[src/rtl/fifo_arb_pkg.sv]
// rtl/fifo_arb_pkg.sv - shared types and default sizing for the FIFO write-port arbiter
package fifo_arb_pkg;

   typedef enum logic {
      IDLE  = 1'b0,
      BURST = 1'b1
   } arb_state_t;

   localparam int DEF_WIDTH     = 32;
   localparam int DEF_NUM_REQ   = 4;
   localparam int DEF_MAX_BURST = 8;

endpackage

[src/rtl/rr_priority_pick.sv]
// rtl/rr_priority_pick.sv - combinational round-robin pick: first set request at or after start, wrapping
module rr_priority_pick
   import fifo_arb_pkg::*;
#(
   parameter int NUM_REQ   = DEF_NUM_REQ,
   parameter int IDX_WIDTH = $clog2(NUM_REQ)
) (
   input  logic [NUM_REQ-1:0]   req,
   input  logic [IDX_WIDTH-1:0] start,
   output logic [IDX_WIDTH-1:0] idx,
   output logic                 any
);

   localparam logic [IDX_WIDTH:0] NUM_REQ_EXT = (IDX_WIDTH+1)'(NUM_REQ);

   logic [IDX_WIDTH:0]   sum;
   logic [IDX_WIDTH-1:0] cand;

   // One extra bit on the sum lets the wrap work for non-power-of-two NUM_REQ.
   always_comb begin
      idx  = '0;
      any  = 1'b0;
      sum  = '0;
      cand = '0;
      for (int k = 0; k < NUM_REQ; k++) begin
         sum = {1'b0, start} + (IDX_WIDTH+1)'(k);
         if (sum >= NUM_REQ_EXT) begin
            sum = sum - NUM_REQ_EXT;
         end
         cand = sum[IDX_WIDTH-1:0];
         if (!any && req[cand]) begin
            any = 1'b1;
            idx = cand;
         end
      end
   end

endmodule

[src/rtl/fifo_wr_arbiter.sv]
// rtl/fifo_wr_arbiter.sv - round-robin, burst-bounded sharing of the async FIFO write port
module fifo_wr_arbiter
   import fifo_arb_pkg::*;
#(
   parameter int WIDTH     = DEF_WIDTH,
   parameter int NUM_REQ   = DEF_NUM_REQ,
   parameter int MAX_BURST = DEF_MAX_BURST,
   parameter int IDX_WIDTH = $clog2(NUM_REQ),
   parameter int CNT_WIDTH = $clog2(MAX_BURST+1)
) (
   input  logic                     wr_clk,
   input  logic                     sync_rst_n,
   input  logic [NUM_REQ-1:0]       req_valid,
   input  logic [NUM_REQ*WIDTH-1:0] req_data,
   input  logic [NUM_REQ-1:0]       req_last,
   output logic [NUM_REQ-1:0]       req_ready,
   input  logic                     full,
   output logic                     wr_en,
   output logic [WIDTH-1:0]         wr_data,
   output logic [NUM_REQ-1:0]       grant,
   output logic                     busy
);

   localparam logic [CNT_WIDTH-1:0] LAST_BEAT = CNT_WIDTH'(MAX_BURST-1);
   localparam logic [IDX_WIDTH-1:0] LAST_IDX  = IDX_WIDTH'(NUM_REQ-1);

   arb_state_t           state, state_nxt;
   logic [IDX_WIDTH-1:0] grant_idx, grant_idx_nxt;
   logic [IDX_WIDTH-1:0] rr_ptr, rr_ptr_nxt;
   logic [CNT_WIDTH-1:0] beat_cnt, beat_cnt_nxt;
   logic [IDX_WIDTH-1:0] pick_idx;
   logic                 pick_any;
   logic                 g_valid;
   logic                 g_last;
   logic                 accept;
   logic                 burst_done;

   rr_priority_pick #(
      .NUM_REQ   (NUM_REQ),
      .IDX_WIDTH (IDX_WIDTH)
   ) u_pick (
      .req   (req_valid),
      .start (rr_ptr),
      .idx   (pick_idx),
      .any   (pick_any)
   );

   assign g_valid = req_valid[grant_idx];
   assign g_last  = req_last[grant_idx];

   // Gated by reset so an interrupted burst never writes a partial beat.
   assign accept = sync_rst_n && (state == BURST) && g_valid && !full;

   always_ff @(posedge wr_clk) begin
      if (!sync_rst_n) begin
         state     <= IDLE;
         grant_idx <= '0;
         rr_ptr    <= '0;
         beat_cnt  <= '0;
      end else begin
         state     <= state_nxt;
         grant_idx <= grant_idx_nxt;
         rr_ptr    <= rr_ptr_nxt;
         beat_cnt  <= beat_cnt_nxt;
      end
   end

   always_comb begin
      state_nxt     = state;
      grant_idx_nxt = grant_idx;
      rr_ptr_nxt    = rr_ptr;
      beat_cnt_nxt  = beat_cnt;
      burst_done    = 1'b0;
      case (state)
         IDLE: begin
            if (pick_any) begin
               state_nxt     = BURST;
               grant_idx_nxt = pick_idx;
               beat_cnt_nxt  = '0;
            end
         end
         BURST: begin
            // A withdrawn requester ends the burst even while the FIFO is full.
            if (!g_valid) begin
               burst_done = 1'b1;
            end else if (accept) begin
               if (g_last || (beat_cnt == LAST_BEAT)) begin
                  burst_done = 1'b1;
               end else begin
                  beat_cnt_nxt = beat_cnt + 1'b1;
               end
            end
            if (burst_done) begin
               state_nxt    = IDLE;
               beat_cnt_nxt = '0;
               rr_ptr_nxt   = (grant_idx == LAST_IDX) ? '0 : grant_idx + 1'b1;
            end
         end
         default: begin
            state_nxt = IDLE;
         end
      endcase
   end

   always_comb begin
      req_ready = '0;
      grant     = '0;
      busy      = 1'b0;
      wr_en     = 1'b0;
      wr_data   = '0;
      if (sync_rst_n && (state == BURST)) begin
         busy                 = 1'b1;
         grant[grant_idx]     = 1'b1;
         req_ready[grant_idx] = !full;
         wr_en                = accept;
         if (accept) begin
            wr_data = req_data[grant_idx*WIDTH +: WIDTH];
         end
      end
   end

endmodule
[config.mk]
export PLATFORM = sky130hd
export DESIGN_NAME = fifo_wr_arbiter
export DESIGN_NICKNAME = d
export VERILOG_FILES = /design/src/rtl/fifo_arb_pkg.sv /design/src/rtl/rr_priority_pick.sv /design/src/rtl/fifo_wr_arbiter.sv
export SDC_FILE = /design/constraint.sdc
export NUM_CORES = 1
export LEC_CHECK = 0
export ABC_AREA = 1
export BUFFER_PORTS_ARGS = -buffer_cell sky130_fd_sc_hd__buf_2
export CORE_MARGIN = 4
export CORE_UTILIZATION = 35
export CTS_BUF_LIST = sky130_fd_sc_hd__clkbuf_8
export DETAILED_ROUTE_END_ITERATION = 7
export GPL_TIMING_DRIVEN = 1
export PLACE_DENSITY_LB_ADDON = 0.3
export SLEW_MARGIN = 20
export SYNTH_ARGS = -nofsm -noshare
export SYNTH_HDL_FRONTEND = slang
export SYNTH_SLANG_ARGS = --single-unit
export TNS_END_PERCENT = 100
[constraint.sdc]
create_clock -name wr_clk -period 1.5 [get_ports wr_clk]
set_input_delay 0.3 -clock wr_clk [delete_from_list [all_inputs] [get_ports wr_clk]]
set_output_delay 0.3 -clock wr_clk [all_outputs]
set_load 0.05 [all_outputs]
# After elaboration in Yosys (flattened, before gate mapping)

Index checks and enable logic that the tools add are counted.

Add/sub/neg operators: 9
Magnitude comparators: 10
Equal/unequal tests: 6
Shifts and indexed selects: 1
Mux-type cells: 46
Bitwise gates (word level): 2
Reductions and logical operators: 15

Operators by type and width:

| kind                | number |
|---|---|
| $shiftx 128x8->32   | 1 |
| $mux 32             | 2 |
| $mux 4              | 7 |
| $mux 1              | 19 |
| $mux 2              | 9 |
| $lt 2x3->1 const B  | 5 |
| $bmux 1 s2          | 6 |
| $ge 3x3->1 const B  | 3 |
| $pmux 4 s2          | 1 |
| $sub 2x1->2 const B | 4 |
| $logic_and 1x1->1   | 7 |
| $add 2x2->3 const B | 2 |
| $ne 3x1->1 const B  | 2 |
| $add 4x1->4 const B | 1 |
| $and 4x4->4         | 1 |
| $eq 4x3->1 const B  | 1 |
| $logic_not 1->1     | 4 |
| $reduce_and 2->1    | 2 |
| $reduce_and 4->1    | 1 |
| $add 2x1->3 const B | 1 |
| $ge 2x3->1 const B  | 1 |
| $ne 3x2->1 const B  | 1 |
| $add 2x1->2 const B | 1 |
| $demux 1 s2         | 1 |
| other kinds (6)     | 6 |

Register bits after elaboration: 9
Bits of input ports: 139
Logic and storage cells: 93

# Depth between registers and ports, before layout

Depth after elaboration: 16
Depth in mapped cells: 13
Depth with buffers taken out: 12

# Hierarchy

From an unflattened synthesis, not the netlist that was laid out.

Cell total of the unflattened synthesis: 412
Area, all modules: 2069.5 µm²

Modules (own cells, without submodules):

| module           | instances | cells each | area an instance (µm²) | sequential area each (µm²) |
|---|---|---|---|---|
| fifo_wr_arbiter  | 1         | 353        | 1750.4                 | 180.2 |
| rr_priority_pick | 1         | 59         | 319.1                  | 0.0 |

# Worst setup path after synthesis

OpenSTA, ideal clock, no wires.

Path kind: flip-flop to output port
Start: register grant_idx[1]
End: output wr_data[22]
Data arrival time: 1.898 ns
Slack: -0.698 ns
Cell stages (with the launch flop): 7
Path buffers: 2
Cell sequence: dfxtp_1 > buf_2 > o21ai_1 > o21ai_2 > nand2_1 > buf_2 > a21oi_1

Longest elaborated chain between the ends: 6

Ends and longest elaborated chain:

| what                                                                      | line                   | source |
|---|---|---|
| start, declared                                                           | fifo_wr_arbiter.sv:28  | `logic [IDX_WIDTH-1:0] grant_idx, grant_idx_nxt;` |
| start signal, assigned                                                    | fifo_wr_arbiter.sv:62  | `grant_idx <= grant_idx_nxt;` |
| parallel branches: the longest is 4 deep, another holds $shiftx 128x8->32 | -                      |  |
| $mux 32 *                                                                 | fifo_wr_arbiter.sv:116 | `if (accept) begin` |
| $mux 32 *                                                                 | fifo_wr_arbiter.sv:111 | `if (sync_rst_n && (state == BURST)) begin` |
| end, declared                                                             | fifo_wr_arbiter.sv:19  | `output logic [WIDTH-1:0] wr_data,` |

Every way passes the cells marked *. The select of a mux whose other input is x is not followed.

# Worst setup path in the final report

Start: register grant_idx[0]
End: output wr_data[0]

The elaborated chain is that of the path after synthesis.

==> out/summary.txt <==
CTS Sinks = 9
CORE AREA = 5540 µm²
Fmax = 0.533 GHz
CP dominant cell by count = nand2_2
Layout cells sized above 1 = 53.0%
Die Span Y = 83.6 µm
Vias in the first global route = 3440
Clock Skews = 0.00114 ns
Antenna-violating nets left = 0
CTS buffer count = 3
Gr ovfl total = 0
Synth unique cells = 23
RSZ-0062 raised after global routing = true
Startpoint Class = register
Final hold vios = 0
Worst Setup End Kind = output port
Worst-path clk slew = 0.05 ns
Crit path max-delay cell type = dfxtp_4
Final worst setup slack = -0.377 ns
Clock Tree Buf Depth = 2
FP Rows = 27
Place WS = -0.220 ns
Final period utilization = 125%
GRT Total Usage = 27.4%
Register area share after synthesis = 9.00%
Root buffer cell = clkbuf_8
CP Cell Sequence = inv_6, nand2_2, nand2_2, nand2_2, o21ai_4, nand2_4, buf_12, a21oi_4, buf_6
Max incr delay on CP = 0.38 ns
CTS tree = yes
Routability cong. = 0.916
Family with the most delay on the worst path = buffers and inverters
Worst path required time = 1.20 ns
Status = finished with violations
Async SR Flop Fraction = 0%
Layout Nets = 743
Wire per inst = 16.0 µm
Diodes inserted = 0
Crit Path Max Fanout = 18
Vias = 3523
Commonest non-fill, non-tap cell in the layout = nor2_1
Number of synthesized flops with an enable pin = 0
Synthesized flop and latch total = 9
Failing checks = negative setup slack
Critical path class = register to output port
Ports = 181
Fin crit period = 1.88 ns
Worst hold path class = primary input to register
Design area = 4190 µm²
First-pass GRT wire length = 16.2 mm
PortBufs = 180
Area occupied by registers = 193 µm²
Syn Area/Cell = 4.89 µm²
Peak supply drop = 1.31 mV
Iter 0 DRT Violations = 176
Maxcap violations = 0
Worst skew pair latency = 0.24 ns
Power per cell area = 1630 nW/µm²
Max-slew violation count = 0
Routed Wire Length = 10.7 mm
Area Overhead vs Synth = 109%
Syn_nets = 553
Largest net degree at the start of global routing = 44
Final-layout fill cell count = 410
Post-DP HPWL = 7.26 mm
Slew headroom = 71.6%
CP bufs+invs = 3
Drt pass-1 iters = 5
Die Width = 83.6 µm
Htree depth = 1
# DRC = 0
Top_reg_cell synth = dfxtp_1
Commonest non-fill, non-tap cells in the layout = nor2_1 (139), buf_2 (138), o21ai_0 (41), buf_6 (35), nand2_1 (33)
Cell count after synthesis = 409
Crit path DAT = 1.58 ns
Die area = 6990 µm²
Final core utilization = 75.7%
Multi-input logic area = 2200 µm²
Post-DR vias/cell = 5.26
Initial antenna violation count = 0
Worst Tran Pin Value = 0.421 ns
Placed Area = 3590 µm²
Synth Cell Area = 2000 µm²
Yosys Warn Count = 0
Hold-fix buffers, CTS = 0
Final-report setup violation count = 47
Initial Util = 36.1%
Lkg Pwr = 1.96 nW
stage by stage:
step | cells | setup TNS (ns) | total power [mW] | hold WS [ns]
floorplan | 409 | -5.96 | 4.28 | 0.478
global placement | 660 | -5.85 | 5.31 | 0.498
detailed placement | 660 | -7.12 | 5.42 | 0.507
CTS | 668 | -13.64 | 6.27 | 0.494
global route | 670 | -16.59 | 7.34 | 0.522
finish | 670 | -13.78 | 6.83 | 0.514
report_power, final:
group          internal [mW]  total [mW]  switching [mW]  leakage [nW]
logic                   2.23        6.04            3.81          1.85
clock network          0.180       0.294           0.114        0.0269
registers              0.352       0.500           0.148        0.0763
total                   2.76        6.83            4.07          1.96
cell usage after synthesis, types with 5 or more instances:
cell / number / area (µm²)
a21oi_1: 35 / 175
buf_2: 13 / 65.1
clkbuf_1: 10 / 37.5
dfxtp_1: 9 / 180
ha_1: 5 / 62.6
inv_1: 18 / 67.6
inv_2: 5 / 18.8
nand2_1: 51 / 191
nand2_2: 10 / 62.6
nand3_1: 17 / 85.1
nand4_1: 5 / 31.3
nor2_1: 150 / 563
o21ai_0: 67 / 335
kinds of logic after synthesis:
kind of cell,after synthesis,share of synthesized area (%)
compound gates,106,26.7
flops,9,9.00
simple gates,237,49.5
fa+ha+maj,5,3.13
xor+xnor,1,0.438
buf+inv,51,11.3
flip-flops by register name, indices dropped and copies added, names as in the netlist:
| name | cells |
|---|---|
| beat_cnt | 4 |
| grant_idx | 2 |
| rr_ptr | 2 |
| state | 1 |
final cells by class:
cell class | instances | share of cell area [%]
clock buffer | 3 | 0.985
sequential | 9 | 4.60
inverter | 24 | 2.60
multi-input combinational | 349 | 52.6
tap | 72 | 2.15
timing repair buffer | 212 | 37.0
clock inverter | 1 | 0.0896
routing by layer:
metal	vias up	GRT usage, %	share of wire (%)
li1	1704	-	-
met5	-	0	0
met1	1586	30.8	36
met2	187	50.6	52
met4	0	10.2	3.8
met3	46	4.94	7.7
final timing paths:
| kind | slack (ns) | endpoint | cells after the start | start |
|---|---|---|---|---|
| setup / recovery | -0.38 | wr_data[0] | 9 | grant_idx[0]$_SDFFE_PN0P_ |
| hold reg to reg | 0.52 | beat_cnt[1]$_SDFFE_PN0P_ | 2 | beat_cnt[1]$_SDFFE_PN0P_ |
| hold / removal | 0.51 | beat_cnt[1]$_SDFFE_PN0P_ | 4 | sync_rst_n |
| setup reg to reg | -0.09 | rr_ptr[1]$_SDFFE_PN0P_ | 11 | grant_idx[0]$_SDFFE_PN0P_ |
worst register-to-register path: stages, from the launching register on:
cell	delay (ns)
dfxtp_4	0.38
inv_6	0.09
buf_4	0.23
nand2_1	0.12
nand3_2	0.08
nand2_2	0.05
nand2_2	0.08
nand2_4	0.09
nand2_4	0.09
nand2_4	0.07
o21ai_2	0.16
a21oi_2	0.04
timing repair:
item / in CTS / in global routing
endpoints found under the setup margin: 47 / 51
pin swaps: 10 / 20
gates cloned: 2 / 0
setup buffers: 2 / 2
gates resized for setup: 105 / 60
No activity file was read; power rests on OpenSTA's default activity.
